## config.mk

```make
export PLATFORM = sky130hd
export DESIGN_NAME = pixel_to_address
export DESIGN_NICKNAME = d
export VERILOG_FILES = /design/src/rtl/pixel_to_address_pkg.sv /design/src/rtl/axis_divider.sv /design/src/rtl/pixel_to_address.sv
export SDC_FILE = /design/constraint.sdc
export NUM_CORES = 1
export LEC_CHECK = 0
export ABC_AREA = 1
export CORE_ASPECT_RATIO = 0.75
export CORE_MARGIN = 3
export CORE_UTILIZATION = 50
export DETAILED_ROUTE_END_ITERATION = 12
export PLACE_DENSITY_LB_ADDON = 0.2
export SLEW_MARGIN = 15
export SYNTH_ARGS = -nofsm -noshare
export SYNTH_HDL_FRONTEND = slang
export SYNTH_SLANG_ARGS = --single-unit
```

## constraint.sdc

```tcl
create_clock -name clock -period 2.4 [get_ports clock]
set_input_delay 0.48 -clock clock [delete_from_list [all_inputs] [get_ports clock]]
set_output_delay 0.48 -clock clock [all_outputs]
set_load 0.005 [all_outputs]
```

## src/rtl/pixel_to_address_pkg.sv

```systemverilog
// -----------------------------------------------------------------------------
// pixel_to_address_pkg
// Shared definitions for the pixel-to-cell-address converter:
//   - default cell geometry (edge length, gap, pitch, cells per axis)
//   - datapath widths
//   - converter FSM state encoding
// -----------------------------------------------------------------------------
package pixel_to_address_pkg;

    localparam int DEF_WIDTH   = 20;                      // cell edge length (pixels)
    localparam int DEF_SPACING = 5;                       // gap between cells (pixels)
    localparam int DEF_PITCH   = DEF_WIDTH + DEF_SPACING; // cell + gap
    localparam int DEF_GRID    = 16;                      // cells per axis

    localparam int PIXEL_W = 11;  // pixel coordinate / remainder width
    localparam int QUOT_W  = 5;   // quotient width; must hold GRID itself

    typedef enum logic [1:0] {
        S_IDLE = 2'd0,
        S_CALC = 2'd1,
        S_DONE = 2'd2
    } state_t;

endpackage

```

## src/rtl/axis_divider.sv

```systemverilog
// -----------------------------------------------------------------------------
// axis_divider
// One-axis repeated-subtraction divider. On load the pixel coordinate becomes
// the remainder and the quotient clears; while enabled, each cycle in which
// the remainder still covers a full pitch (and the quotient has not reached
// GRID) subtracts one pitch and bumps the quotient.
//
// Ports:
//   clock     in   rising-edge clock
//   reset     in   synchronous active-high reset
//   load_i    in   latch pixel_i, clear quotient
//   enable_i  in   allow stepping this cycle
//   pixel_i   in   coordinate to divide
//   rem_o     out  current remainder
//   quot_o    out  current quotient (saturates at GRID)
//   step_o    out  a step is possible from the current state
// -----------------------------------------------------------------------------
module axis_divider
    import pixel_to_address_pkg::*;
#(
    parameter int PITCH = DEF_PITCH,
    parameter int GRID  = DEF_GRID
) (
    input  logic               clock,
    input  logic               reset,
    input  logic               load_i,
    input  logic               enable_i,
    input  logic [PIXEL_W-1:0] pixel_i,
    output logic [PIXEL_W-1:0] rem_o,
    output logic [QUOT_W-1:0]  quot_o,
    output logic               step_o
);

    localparam logic [PIXEL_W-1:0] PITCH_P = PIXEL_W'(PITCH);
    localparam logic [QUOT_W-1:0]  GRID_Q  = QUOT_W'(GRID);

    logic [PIXEL_W-1:0] rem_q, rem_d;
    logic [QUOT_W-1:0]  quot_q, quot_d;

    // Quotient stops at GRID so out-of-range pixels terminate in bounded time.
    assign step_o = (rem_q >= PITCH_P) && (quot_q < GRID_Q);

    always_comb begin
        // NOTE: every always_comb output gets a default first so no path leaves it unassigned (no latch).
        rem_d  = rem_q;
        quot_d = quot_q;
        if (load_i) begin
            rem_d  = pixel_i;
            quot_d = '0;
        end else if (enable_i && step_o) begin
            rem_d  = rem_q - PITCH_P;
            quot_d = quot_q + QUOT_W'(1);
        end
    end

    always_ff @(posedge clock) begin
        // NOTE: state registers use non-blocking assignments so all flops update together at the edge.
        if (reset) begin
            rem_q  <= '0;
            quot_q <= '0;
        end else begin
            rem_q  <= rem_d;
            quot_q <= quot_d;
        end
    end

    assign rem_o  = rem_q;
    assign quot_o = quot_q;

endmodule

```

## src/rtl/pixel_to_address.sv

```systemverilog
// -----------------------------------------------------------------------------
// pixel_to_address
// Converts a pixel (pixelX, pixelY) into the cell grid position it falls in.
// Both axes are divided by the cell pitch in parallel by repeated subtraction;
// when neither axis can step any further the result is registered and shown
// together with a one-cycle done pulse.
//
// Ports:
//   clock       in   rising-edge clock
//   reset       in   synchronous active-high reset (wins over start)
//   start       in   request conversion (accepted only when idle)
//   pixelX/Y    in   11-bit pixel coordinates
//   busy        out  conversion in progress
//   done        out  one-cycle pulse, results valid from this cycle
//   positionX/Y out  cell column/row
//   address     out  16*positionY + positionX
//   hit         out  pixel lies inside a cell body (not in a gap)
//   outOfRange  out  pixel lies beyond the grid on either axis
// -----------------------------------------------------------------------------
module pixel_to_address
    import pixel_to_address_pkg::*;
#(
    parameter int WIDTH   = DEF_WIDTH,
    parameter int SPACING = DEF_SPACING,
    parameter int GRID    = DEF_GRID
) (
    input  logic               clock,
    input  logic               reset,
    input  logic               start,
    input  logic [PIXEL_W-1:0] pixelX,
    input  logic [PIXEL_W-1:0] pixelY,
    output logic               busy,
    output logic               done,
    output logic [3:0]         positionX,
    output logic [3:0]         positionY,
    output logic [8:0]         address,
    output logic               hit,
    output logic               outOfRange
);

    localparam int                 PITCH   = WIDTH + SPACING;
    localparam logic [PIXEL_W-1:0] WIDTH_P = PIXEL_W'(WIDTH);
    localparam logic [QUOT_W-1:0]  GRID_Q  = QUOT_W'(GRID);

    state_t state_q, state_d;

    logic               load, calc, finish;
    logic [PIXEL_W-1:0] rem_x, rem_y;
    logic [QUOT_W-1:0]  quot_x, quot_y;
    logic               step_x, step_y;

    logic [3:0] pos_x_q, pos_x_d;
    logic [3:0] pos_y_q, pos_y_d;
    logic       hit_q, hit_d;
    logic       oor_q, oor_d;

    assign load   = (state_q == S_IDLE) && start;
    assign calc   = (state_q == S_CALC);
    assign finish = calc && !step_x && !step_y;

    axis_divider #(.PITCH(PITCH), .GRID(GRID)) u_div_x (
        .clock    (clock),
        .reset    (reset),
        .load_i   (load),
        .enable_i (calc),
        .pixel_i  (pixelX),
        .rem_o    (rem_x),
        .quot_o   (quot_x),
        .step_o   (step_x)
    );

    axis_divider #(.PITCH(PITCH), .GRID(GRID)) u_div_y (
        .clock    (clock),
        .reset    (reset),
        .load_i   (load),
        .enable_i (calc),
        .pixel_i  (pixelY),
        .rem_o    (rem_y),
        .quot_o   (quot_y),
        .step_o   (step_y)
    );

    // Next-state logic; start outside IDLE is simply not looked at.
    always_comb begin
        state_d = state_q;
        case (state_q)
            S_IDLE:  if (start)  state_d = S_CALC;
            S_CALC:  if (finish) state_d = S_DONE;
            S_DONE:  state_d = S_IDLE;
            default: state_d = S_IDLE;
        endcase
    end

    // Results are captured on the last CALC cycle so they are visible in DONE
    // and then held until the next conversion completes.
    always_comb begin
        pos_x_d = pos_x_q;
        pos_y_d = pos_y_q;
        hit_d   = hit_q;
        oor_d   = oor_q;
        if (finish) begin
            oor_d = (quot_x == GRID_Q) || (quot_y == GRID_Q);
            if (oor_d) begin
                pos_x_d = '0;
                pos_y_d = '0;
                hit_d   = 1'b0;
            end else begin
                pos_x_d = quot_x[3:0];
                pos_y_d = quot_y[3:0];
                hit_d   = (rem_x < WIDTH_P) && (rem_y < WIDTH_P);
            end
        end
    end

    always_ff @(posedge clock) begin
        if (reset) begin
            state_q <= S_IDLE;
            pos_x_q <= '0;
            pos_y_q <= '0;
            hit_q   <= 1'b0;
            oor_q   <= 1'b0;
        end else begin
            state_q <= state_d;
            pos_x_q <= pos_x_d;
            pos_y_q <= pos_y_d;
            hit_q   <= hit_d;
            oor_q   <= oor_d;
        end
    end

    assign busy       = calc;
    assign done       = (state_q == S_DONE);
    assign positionX  = pos_x_q;
    assign positionY  = pos_y_q;
    assign address    = {1'b0, pos_y_q, pos_x_q};
    assign hit        = hit_q;
    assign outOfRange = oor_q;

endmodule

```

=== After elaboration in Yosys (flattened, before gate mapping) ===
Cells that the tools add are included.

* Flip-flop bits (word level): 44
* Bits of input ports: 25
* Output and inout bits: 21
* Logic and storage cells: 51

* $add $sub $neg: 4
* $lt $le $gt $ge: 6
* Equal/unequal tests: 6
* Mux-type cells: 10
* Reductions and logical operators: 16

{| class="wikitable"
|+ Operators with widths
! operator !! number
|-
| $mux 11 || 4
|-
| $ge 11x5->1 const B || 2
|-
| $lt 11x5->1 const B || 2
|-
| $sub 11x5->11 const B || 2
|-
| $add 5x1->5 const B || 2
|-
| $eq 5x5->1 const B || 2
|-
| $lt 5x5->1 const B || 2
|-
| $logic_and 1x1->1 || 8
|-
| $mux 4 || 2
|-
| $mux 2 || 2
|-
| $pmux 2 s2 || 1
|-
| $reduce_bool 2->1 || 2
|-
| $eq 2x1->1 const B || 1
|-
| $eq 2x2->1 const B || 1
|-
| $logic_not 1->1 || 2
|-
| $logic_not 2->1 || 1
|-
| $ne 2x1->1 const B || 1
|-
| $ne 2x2->1 const B || 1
|-
| $reduce_and 2->1 || 1
|-
| $reduce_or 2->1 || 1
|-
| $logic_or 1x1->1 || 1
|-
| $mux 1 || 1
|}

=== Depth between registers and ports, before layout ===
* Depth in word-level cells: 7
* Gate-level depth with buffers: 11
* Mapped depth without buffers: 11

=== By module ===
Synthesis repeated with hierarchy kept, for this count alone.

* Cell total of the unflattened synthesis: 434
* Area, all modules: 2857.7 um^2

{| class="wikitable"
|+ Modules (own cells, without submodules)
! module !! instances !! cells an instance !! area an instance (um^2) !! sequential area each (um^2)
|-
| axis_divider || 2 || 168 || 1087.3 || 320.3
|-
| pixel_to_address || 1 || 98 || 683.2 || 240.2
|}

=== Least setup slack after synthesis ===
No wires, ideal clock.

* Kind: register to register
* Start: register u_div_x.rem_q[0], in the netlist u_div_x.rem_o[0]
* End: register u_div_x.rem_q[5], in the netlist u_div_x.rem_o[5]
* Setup time: 116 ps
* Data arrival time: 1250 ps
* Data required time: 2284 ps
* Path slack: 1034 ps
* Stages on the path, launching flop included: 11
* Path buffers: 1
* Period minus slack after synthesis: 1366 ps
* Cell sequence: dfxtp_1 inv_1 nand3_1 nand2_2 nand3_2 nand3_2 nand2_2 inv_2 buf_6 nor2_1 nor2_1

* Longest elaborated chain between the ends: 4
* Elaborated cells between the ends (all ways): 7
* Classes of those cells: add/sub (1); order compare (1); mux (2); reduce/logical (3)

{| class="wikitable"
|+ RTL lines
! element !! line !! RTL
|-
| start, declared || axis_divider.sv:37 || <nowiki>logic [PIXEL_W-1:0] rem_q, rem_d;</nowiki>
|-
| start signal, assigned || axis_divider.sv:62 || <nowiki>rem_q <= rem_d;</nowiki>
|-
| $ge 11x5->1 || axis_divider.sv:41 || <nowiki>assign step_o = (rem_q >= PITCH_P) && (quot_q < GRID_Q);</nowiki>
|-
| $logic_and 1x1->1 || axis_divider.sv:41 ||
|-
| $logic_and 1x1->1 || axis_divider.sv:50 || <nowiki>end else if (enable_i && step_o) begin</nowiki>
|-
| $reduce_bool 2->1 (no line) || - ||
|}

Parallel ways exist; a longest one is shown, timed or not. The select of a mux whose other input is x is not followed.
A chain may end at the register's enable or synchronous reset.

=== Worst setup path in the final report ===
* Start: register state_q[1]
* End: output port busy

* Longest elaborated chain between the ends: 1

{| class="wikitable"
|+ RTL lines
! element !! line !! RTL
|-
| start, declared || pixel_to_address.sv:45 || <nowiki>state_t state_q, state_d;</nowiki>
|-
| start signal, assigned || pixel_to_address.sv:123 || <nowiki>state_q <= state_d;</nowiki>
|-
| $eq 2x1->1 || pixel_to_address.sv:58 || <nowiki>assign calc = (state_q == S_CALC);</nowiki>
|-
| end, declared || pixel_to_address.sv:32 || <nowiki>output logic busy,</nowiki>
|}

No other way between the ends.

==> impl_metrics.json <==
{
  "status": "finished, final reports clean",
  "netlist_instances": 413,
  "rsz0062_at_grt": "false",
  "root_buffer": "clkbuf_8",
  "power_frac_clock": 0.175,
  "dp.cells": 512,
  "fillers": 508,
  "internal-power_w": 0.001819,
  "ir_drop_uv": 561.8,
  "required_ps": 1920,
  "pwr-share-seq": 0.331,
  "finalHoldViolCount": 0,
  "io_buffers": 44,
  "cts.sink_count": 44,
  "cp.depth": 4,
  "power_leakage_nw": 1.433,
  "syn_nets": 446,
  "switchingPower_w": 0.001472,
  "crit_arrival_ps": 1480,
  "drc": 0,
  "area_growth_pct": 20.02,
  "dp_hpwl_mm": 4.535,
  "vias_per_cell": 5.073,
  "multi_input_area_um2": 1470,
  "path_common_cell": "inv_1",
  "rows": 22,
  "fin_ws_ps": 438.6,
  "synth_edf_count": 0,
  "h-tree-depth": 2,
  "fin_crit_ps": 1961,
  "die_h_um": 69.05,
  "ys_ff_latch": 44,
  "r2r_cells": 11,
  "layout-drive-gt1-share": 0.07589,
  "worst_path_max_delay_cell": "clkdlybuf4s50_1",
  "worstReg2RegEnd": "u_div_y.rem_o[3]$_SDFFE_PP0P_",
  "initial_utilization": 0.5290,
  "fin_setup_tns_ps": 0,
  "cts_tree": "done",
  "final_common_cell": "nand2_1",
  "cts_resized": 0,
  "core_area_um2": 5010,
  "grt_usage": 0.2124,
  "die_w_um": 90.07,
  "p_comb_frac": 0.494,
  "async_flop_share": 0,
  "yosys_most_used_dff": "dfxtp_1",
  "grt_pass1_vias": 2503,
  "crit_path_max_fanout": 3,
  "clk_pin_slew_worst_paths_ps": 90,
  "synth_area_per_cell_um2": 6.417,
  "worstSetupPathType": "reg -> out",
  "yosysWarnings": 0,
  "grt_max_degree": 31,
  "timing.fmax_ghz": 0.5098,
  "slew_violations": 0,
  "grt_overflow": 0,
  "cp-endpoint": "busy",
  "antenna_found_initial": 0,
  "seqCellArea_um2": 880.8,
  "clk_latency_ps": 300,
  "drt_iter0_markers": 152,
  "instances_no_fill": 520,
  "dr_total_vias": 2638,
  "layout_common_cells": "nand2_1 (100), nor2_1 (77), dfxtp_1 (44), clkdlybuf4s50_1 (44), nand3_1 (40)",
  "min-delay-path-class": "reg -> reg",
  "syn-cell-area_um2": 2650,
  "cp.buffers_inverters": 3,
  "power_w": 0.003291,
  "reg2reg_from": "u_div_y.rem_o[1]$_SDFFE_PP0P_",
  "cts.hold.buffers_added": 0,
  "grt_first_pass_wirelength_mm": 11.13,
  "skew_ps": 5.172,
  "synth_cell_types": 34,
  "max_stage_delay_ps": 530,
  "cp_cell_sequence": "inv_1 > nand2_1 > inv_1 > clkdlybuf4s50_1",
  "dieArea_um2": 6219,
  "ant_nets": 0,
  "utilization": 0.6349,
  "startpoint_type": "flip-flop",
  "r2r_slack_ps": 570,
  "path_delay_family": "buffers and inverters",
  "powerDensity_nw_per_um2": 1035,
  "routedWlPerCell_um": 12.36,
  "pre_cts_slack_ps": 405.9,
  "place_congestion": 0.8703,
  "cts.path.max_buffers": 2,
  "first_pass_iters": 5,
  "crit_path_start": "state_q[1]$_SDFFE_PP0P_",
  "endpoint_kind": "primary output",
  "fin_crit_sh": 0.8173,
  "nets": 480,
  "yosysSeqAreaShare": 0.3324,
  "io_pins": 46,
  "swShare": 0.4473,
  "cts_buffers": 5,
  "drv_cap": 0,
  "setup_viol": 0,
  "post_cts_buffers": 0,
  "drt-total-wl_mm": 6.426,
  "n_antenna_cell": 0
}
==> metrics by stage <==
stage	instance area, µm²	hold WS (ps)
2_1_floorplan	2650	457.1
3_3_place_gp	3073	460.6
3_5_place_dp	3073	473.0
4_1_cts	3181	493.5
5_1_grt	3181	514.6
6_report	3181	489.1
==> cells by family (layout without fill, tap and decap cells) <==
group,after synthesis,after routing,synth area share
and+or+nand+nor,241,241,0.3928
buffers and inverters,64,99,0.1128
AOI/OAI and AO/OA,48,48,0.09963
DFF,44,44,0.3324
adders and majority gates,8,8,0.03777
xor gates and xnor gates,7,7,0.02314
other,1,1,0.001415
==> cell usage after synthesis (5+ instances only) <==
library cell,instances,area share
a21oi_1,12,0.023
o21ai_0,28,0.053
nand3_1,40,0.076
inv_2,8,0.011
nand2_2,6,0.014
nor2_1,77,0.11
inv_1,35,0.050
nand2_1,100,0.14
ha_1,8,0.038
clkbuf_1,6,0.0085
xor2_1,5,0.017
dfxtp_1,44,0.33
buf_4,9,0.025
==> state kept, by name (all words and copies together) (netlist names), 2 cells and up <==
signal and flops:
u_div_y.rem_o 11, u_div_x.rem_o 11, u_div_x.quot_o 5, state_q 2, positionY 4, positionX 4, u_div_y.quot_o 5
==> metal layers <==
metal	wire (µm)	GRT usage
met1	3159	0.2887
met2	2803	0.3444
met3	417	0.04253
met4	46	0.05772
met5	0	0
==> worst min path at each step <==
stage,from,end,cells past startpoint
2_1_floorplan,u_div_y.quot_o[3]$_SDFFE_PP0P_,u_div_y.quot_o[3]$_SDFFE_PP0P_,2
3_3_place_gp,outOfRange$_SDFFE_PP0P_,outOfRange$_SDFFE_PP0P_,2
3_5_place_dp,outOfRange$_SDFFE_PP0P_,outOfRange$_SDFFE_PP0P_,2
4_1_cts,hit$_SDFFE_PP0P_,hit$_SDFFE_PP0P_,2
5_1_grt,hit$_SDFFE_PP0P_,hit$_SDFFE_PP0P_,2
6_report,positionX[2]$_SDFFE_PP0P_,positionX[2]$_SDFFE_PP0P_,2
==> final cells by class <==
class / instances / share of cell area
multi-input combinational: 305 / 0.4622
sequential: 44 / 0.2769
timing repair buffer: 48 / 0.1479
inverter: 43 / 0.05075
tap: 72 / 0.02832
clock buffer: 6 / 0.02282
clock inverter: 2 / 0.01101
==> worst reg2reg max path, stage by stage, from the launching register on <==
cell     delay, ps
dfxtp_1        310
inv_1          100
ha_1           150
nand3_1         70
nor2_1         130
nor2_1          60
nand2_2         70
nand3_2        330
nand2_1        220
inv_2          120
nor2_1         110
nor2_1          50
==> power groups by stage <==
stage | combinational (W) | sequential [W] | clock, W
finish | 0.00163 | 0.00109 | 0.000575
detailed placement | 0.00159 | 0.00110 | 0
global placement | 0.00156 | 0.00110 | 0
CTS | 0.00161 | 0.00108 | 0.000582
global route | 0.00185 | 0.00112 | 0.000611
floorplan | 0.00129 | 0.00106 | 0
No activity file was read; power rests on OpenSTA's default activity.
